## config.mk

```make
export PLATFORM = sky130hd
export DESIGN_NAME = param_shift_ser_flat
export DESIGN_NICKNAME = d
export VERILOG_FILES = /design/src/rtl/param_shift_ser_if.sv /design/src/rtl/param_shift_ser.sv /design/src/flat_wrapper.sv
export SDC_FILE = /design/constraint.sdc
export NUM_CORES = 1
export LEC_CHECK = 0
export ABC_AREA = 1
export CORE_AREA = 2 2 49 51
export CTS_CLUSTER_SIZE = 25
export DETAILED_ROUTE_END_ITERATION = 12
export DIE_AREA = 0 0 51 53
export PLACE_DENSITY = 0.8
export SLEW_MARGIN = 40
export SYNTH_ARGS = -nofsm -noshare
export SYNTH_HDL_FRONTEND = slang
export SYNTH_SLANG_ARGS = --single-unit
```

## constraint.sdc

```tcl
create_clock -name clk -period 1.6 [get_ports clk]
set_clock_uncertainty 0.05 [all_clocks]
set_input_delay 0.32 -clock clk [delete_from_list [all_inputs] [get_ports clk]]
set_output_delay 0.32 -clock clk [all_outputs]
set_load 0.01 [all_outputs]
```

## src/rtl/param_shift_ser_if.sv

```systemverilog
// Bundle of control, data and status signals for the parameterised shift register / serializer.
interface param_shift_ser_if #(
  parameter int unsigned WIDTH = 8
);
  logic             en;
  logic [1:0]       mode;
  logic             ld;
  logic             start;
  logic             s_in;
  logic [WIDTH-1:0] p_in;
  logic [WIDTH-1:0] q;
  logic             s_out;
  logic             busy;
  logic             done;

  modport master (
    output en, mode, ld, start, s_in, p_in,
    input  q, s_out, busy, done
  );

  modport slave (
    input  en, mode, ld, start, s_in, p_in,
    output q, s_out, busy, done
  );
endinterface

```

## src/rtl/param_shift_ser.sv

```systemverilog
// Shift register with manual shift/rotate ops and a WIDTH-beat serializer.
// Serial tap sits at the MSB (MSB_FIRST=1) or the LSB (MSB_FIRST=0).
module param_shift_ser #(
  parameter int unsigned WIDTH     = 8,
  parameter bit          MSB_FIRST = 1'b1
) (
  input logic              clk,
  input logic              rst_n,
  param_shift_ser_if.slave bus
);
  localparam int unsigned CW = (WIDTH > 1) ? $clog2(WIDTH) : 1;

  typedef enum logic {
    IDLE  = 1'b0,
    SHIFT = 1'b1
  } state_t;

  state_t           state;
  logic [CW-1:0]    cnt;
  logic [WIDTH-1:0] q_r;
  logic             busy_r;
  logic             done_r;
  logic [WIDTH-1:0] tap_shift;

  // Serializer shift moves data toward the tap, filling from the far end.
  assign tap_shift = MSB_FIRST ? {q_r[WIDTH-2:0], bus.s_in}
                               : {bus.s_in, q_r[WIDTH-1:1]};

  always_ff @(posedge clk or negedge rst_n) begin
    if (!rst_n) begin
      state  <= IDLE;
      cnt    <= '0;
      q_r    <= '0;
      busy_r <= 1'b0;
      done_r <= 1'b0;
    end else begin
      done_r <= 1'b0;
      if (bus.ld) begin
        q_r    <= bus.p_in;
        state  <= IDLE;
        cnt    <= '0;
        busy_r <= 1'b0;
      end else begin
        case (state)
          IDLE: begin
            if (bus.start) begin
              q_r    <= bus.p_in;
              cnt    <= '0;
              state  <= SHIFT;
              busy_r <= 1'b1;
            end else if (bus.en) begin
              case (bus.mode)
                2'b01:   q_r <= {bus.s_in, q_r[WIDTH-1:1]};
                2'b10:   q_r <= {q_r[WIDTH-2:0], bus.s_in};
                2'b11:   q_r <= {q_r[0], q_r[WIDTH-1:1]};
                default: q_r <= q_r;
              endcase
            end
          end
          SHIFT: begin
            if (bus.en) begin
              q_r <= tap_shift;
              // Last beat: return to IDLE and flag completion next cycle.
              if (cnt == CW'(WIDTH - 1)) begin
                cnt    <= '0;
                state  <= IDLE;
                busy_r <= 1'b0;
                done_r <= 1'b1;
              end else begin
                cnt <= cnt + CW'(1);
              end
            end
          end
          default: begin
            state  <= IDLE;
            cnt    <= '0;
            busy_r <= 1'b0;
          end
        endcase
      end
    end
  end

  assign bus.q     = q_r;
  assign bus.busy  = busy_r;
  assign bus.done  = done_r;
  assign bus.s_out = MSB_FIRST ? q_r[WIDTH-1] : q_r[0];
endmodule

```

## src/flat_wrapper.sv

```systemverilog
// flat-port wrapper written by rule: the top's interface ports become plain ports
module param_shift_ser_flat 
#(
  parameter int unsigned WIDTH     = 8,
  parameter bit          MSB_FIRST = 1'b1
)
  (clk, rst_n, bus_en, bus_mode, bus_ld, bus_start, bus_s_in, bus_p_in, bus_q, bus_s_out, bus_busy, bus_done);
  param_shift_ser_if #(.WIDTH(WIDTH)) bus_i ();
  input logic clk;
  input logic rst_n;
  input wire logic [$bits(bus_i.en)-1:0] bus_en;
  input wire logic [$bits(bus_i.mode)-1:0] bus_mode;
  input wire logic [$bits(bus_i.ld)-1:0] bus_ld;
  input wire logic [$bits(bus_i.start)-1:0] bus_start;
  input wire logic [$bits(bus_i.s_in)-1:0] bus_s_in;
  input wire logic [$bits(bus_i.p_in)-1:0] bus_p_in;
  output wire logic [$bits(bus_i.q)-1:0] bus_q;
  output wire logic [$bits(bus_i.s_out)-1:0] bus_s_out;
  output wire logic [$bits(bus_i.busy)-1:0] bus_busy;
  output wire logic [$bits(bus_i.done)-1:0] bus_done;
  assign bus_i.en = bus_en;
  assign bus_i.mode = bus_mode;
  assign bus_i.ld = bus_ld;
  assign bus_i.start = bus_start;
  assign bus_i.s_in = bus_s_in;
  assign bus_i.p_in = bus_p_in;
  assign bus_q = bus_i.q;
  assign bus_s_out = bus_i.s_out;
  assign bus_busy = bus_i.busy;
  assign bus_done = bus_i.done;
  param_shift_ser #(.WIDTH(WIDTH), .MSB_FIRST(MSB_FIRST)) u_core (.clk(clk), .rst_n(rst_n), .bus(bus_i));
endmodule
```

# == Yosys cells after proc, flatten, opt, wreduce, memory -nomap -nowiden ==
# Cells that the tools add are included.
# classes
muxes,25
n_eq_ne,9
n_bitwise,1
addsub,1
reduce_logical,3
# op_table
operator,count
two-way mux 8 bit,4
case mux 8 bit (3 select lines),1
case mux 8 bit (2 select lines),1
two-way mux 1 bit,12
two-way mux 3 bit,4
"!= test 3 bit, second input constant",3
"!= test 6 bit, second input constant",1
case mux 3 bit (2 select lines),1
AND reduction 3 bit,2
"equality test 2 bit, second input constant",2
"!= test 4 bit, second input constant",1
case mux 1 bit (2 select lines),2
"adder 3 x 1 -> 3 bit, second input constant",1
"equality test 3 bit, second input constant",1
"equality test 2 x 1 -> 1 bit, second input constant",1
AND reduction 2 bit,1
NOT 1 bit,1
# totals
register_bits,14
in_bits,16

# == Depth between registers and ports, before layout ==
# logic_depth
ltp_word,6
mapped_depth,8
ltp_nobuf,8

# == Worst setup path after synthesis ==
# OpenSTA, ideal clock, no wires.
# synth_timing
kind,input to register
from,in bus_ld
to,"reg u_core.q_r[2], in the netlist u_core.bus.q[2]"
slack_ps,270
arrival_ps,1163
path_stages,7
path_cell_list,clkdlybuf4s15_2 inv_1 nand3_4 nand2_4 inv_2 nand3_1 nand2_1
# synth_via
elab_chain_len,2
word_cells_on_any_way,5
classes_between,eq/ne (3); mux (1); reduce/logical (1)
# synth_lines
item,line,rtl
start: declaration,flat_wrapper.sv:13,input wire logic [$bits(bus_i.ld)-1:0] bus_ld;
"!= test 6 bit (no line), or another cell as far along",--,
AND reduction 3 bit (no line),--,
end signal: assignment,param_shift_ser.sv:39,q_r <= bus.p_in;
end signal: assignment,param_shift_ser.sv:47,q_r <= bus.p_in;
end signal: assignment,param_shift_ser.sv:53,"2'b01: q_r <= {bus.s_in, q_r[WIDTH-1:1]};"
end: declaration,param_shift_ser.sv:20,logic [WIDTH-1:0] q_r;
# Several ways; a longest one is shown, not always the timed one.
# A chain may end at the register's enable or synchronous reset.

# == Final worst setup path ==
# layout_timing
from,"reg u_core.done_r, in the netlist u_core.bus.done"
to,out bus_done
# layout_rtl
item,line,rtl
start: declaration,param_shift_ser.sv:22,logic done_r;
start signal: assignment,param_shift_ser.sv:35,done_r <= 1'b0;
start signal: assignment,param_shift_ser.sv:37,done_r <= 1'b0;
start signal: assignment,param_shift_ser.sv:68,done_r <= 1'b1;
end: declaration,flat_wrapper.sv:20,output wire logic [$bits(bus_i.done)-1:0] bus_done;
# No word-level cell between the ends.

==> flow_metrics.env <==
export IMPL_gp_congestion=0.926
export IMPL_rsz0062_at_grt="no"
export IMPL_clk_latency_ns=0.30
export IMPL_finalSetupViolCount=0
export IMPL_p_per_area_mw_per_mm2=756
export IMPL_async_flop_share=1.00
export IMPL_ys_types=19
export IMPL_drt_initial_drc_count=57
export IMPL_crit_buf_inv=1
export IMPL_timing_final_ws_setup_ns=0.0674
export IMPL_numCtsBuffers=3
export IMPL_yosys_area_top_type="dfrtp_1"
export IMPL_dp_worst_setup_slack_ns=-0.154
export IMPL_synth_area_sq_um=985
export IMPL_fin_nets=206
export IMPL_power_leakage_uw=0.000769
export IMPL_tightest_slew_ns=0.393
export IMPL_cts_sinks=14
export IMPL_fmax_mhz=653
export IMPL_crit_type="reg -> out"
export IMPL_antenna_cells=0
export IMPL_vias=1084
export IMPL_cts_tree="yes"
export IMPL_critPathMaxFanout=1
export IMPL_routedWlPerCell_um=11.9
export IMPL_yosys_register_bits=14
export IMPL_die_w_um=51
export IMPL_yosysWarningCount=0
export IMPL_fin_util=0.659
export IMPL_initial_utilization=0.458
export IMPL_dpl_cell_area_sq_mm=0.00135
export IMPL_cp_cell_sequence="clkdlybuf4s50_1"
export IMPL_syn_inst=144
export IMPL_synth_edff_count=0
export IMPL_grt_max_degree=15
export IMPL_place_hpwl_mm=1.93
export IMPL_cts_max_level=1
export IMPL_grt_pass1_wl_mm=3.98
export IMPL_avgViaCountPerCell=5.04
export IMPL_slowest_delay_ns=0.53
export IMPL_period_needed_ns=1.53
export IMPL_worst_path_max_delay_cell="clkdlybuf4s50_1"
export IMPL_yosys_area_top_type_share=0.356
export IMPL_firstDrtPassIters=4
export IMPL_drc=0
export IMPL_synth_fp_nets=162
export IMPL_io_pins=27
export IMPL_design_area_sq_mm=0.00142
export IMPL_detail_route_antenna_nets=0
export IMPL_rows=17
export IMPL_fin_crit_sh=0.958
export IMPL_max_slew_margin=0.737
export IMPL_antenna_found_initial=0
export IMPL_clk_pin_slew_worst_paths_ns=0.11
export IMPL_syn_to_final_growth_pct=43.8
export IMPL_critPathLaunchType="flip-flop"
export IMPL_clk_path_buf_depth=2
export IMPL_ir_worst_vdd_mv=0.590
export IMPL_required_ns=1.23
export IMPL_die_area_sq_mm=0.00270
export IMPL_cp_top_family="buffers and inverters"
export IMPL_final_max_slew_viol_count=0
export IMPL_hold_violations=0
export IMPL_drive_gt1_frac=0.160
export IMPL_hp_class="in -> async"
export IMPL_grt_usage=0.201
export IMPL_overflow=0
export IMPL_synth_flop_cell="dfrtp_1"
export IMPL_yosys_top_cells_area="dfrtp_1, nand2_1, nand3_1"
export IMPL_grt_pass1_vias=1000
export IMPL_crit_arrival_ns=1.16
export IMPL_endpoint_kind="output pin"
export IMPL_synthTopCellsByCount="nand2_1, nand3_1, inv_1, dfrtp_1, nor2_1"
export IMPL_seq_area_frac_synth=0.356
export IMPL_hold_buffers=0
export IMPL_worst_hold_slack_ns=0.265
export IMPL_synthMostInstantiatedCell="nand2_1"
export IMPL_cts_root_buf="clkbuf_4"
export IMPL_fin_tns_setup_ns=0
export IMPL_syn_avg_cell_area_sq_um=6.84
export IMPL_core_sq_mm=0.00215
export IMPL_cap_viol_max_count=0
export IMPL_status="complete, no violations"
export IMPL_die_h_um=53
export IMPL_routed_wl_mm=2.56
export IMPL_io_buffer_count=26
layer usage:
layer | routed length, um | vias up | track usage
li1 | - | 544 | -
met1 | 1040 | 481 | 0.218
met2 | 1290 | 56 | 0.364
met3 | 197 | 3 | 0.0480
met4 | 28 | 0 | 0.0991
met5 | 0 | - | 0
cell type report:
cell class | count | area [sq um]
inverter | 19 | 71.3
tap | 28 | 35.0
clock buffer | 4 | 36.3
fill | 185 | 732
sequential | 14 | 350
multi-input combinational | 109 | 544
timing repair buffer | 41 | 379
state kept, by name, summed over array words and instances (netlist names):
signal / flops
u_core.bus.busy: 1
u_core.bus.done: 1
u_core.bus.q: 8
u_core.cnt: 3
u_core.state: 1
through the flow:
| stage | std cells | power [uW] |
|---|---|---|
| 2_1_floorplan | 144 | 617 |
| 3_3_place_gp | 208 | 797 |
| 3_5_place_dp | 208 | 804 |
| 4_1_cts | 215 | 1070 |
| 5_1_grt | 215 | 1140 |
| 6_report | 215 | 1070 |
final timing paths:
kind                            slack [ns]         endpoint  cells past startpoint            start
worst max-delay path                  0.07         bus_done                      1  u_core.bus.done
worst min-delay path                  0.26  u_core.bus.q[0]                      2            rst_n
worst max register to register        0.27  u_core.bus.q[4]                      6     u_core.state
worst min register to register        0.43  u_core.bus.busy                      2  u_core.bus.busy
max in group asynchronous             1.04  u_core.bus.q[4]                      2            rst_n
min in group clk                      0.43  u_core.bus.busy                      2  u_core.bus.busy
report_power, final:
group	total, uW	internal [uW]	switching [uW]	leakage (uW)
Clock	274	139	135	0.0000210
Combinational	371	177	194	0.000576
Sequential	426	394	32.2	0.000173
Total	1070	709	362	0.000769
cells by family after synthesis:
family                   count (synthesis)  share of synthesized area
flip-flops                              14                      0.356
adder cells (fa/ha/maj)                  2                     0.0254
buffers and inverters                   21                     0.0915
AO/OA/AOI/OAI                           17                     0.0953
AND/OR/NAND/NOR                         90                      0.432
layout by cell type (no fill, tap or decap), drive strengths merged:
cell           count
a21oi             11
a311oi             1
buf               15
clkbuf             4
clkdlybuf4s50     16
dfrtp             14
dlygate4sd2        5
dlymetal6s2s       5
ha                 2
inv               19
nand2             52
nand3             20
nor2              15
nor4               1
o211ai             2
o21ai              3
or2                2
timing repair:
action | 4_1_cts | 5_1_grt
cloned | 0 | 0
setup buffers | 3 | 0
endpoints found under the setup margin | 7 | 5
gates resized for setup | 5 | 5
Power figures use the tool's default switching activity.
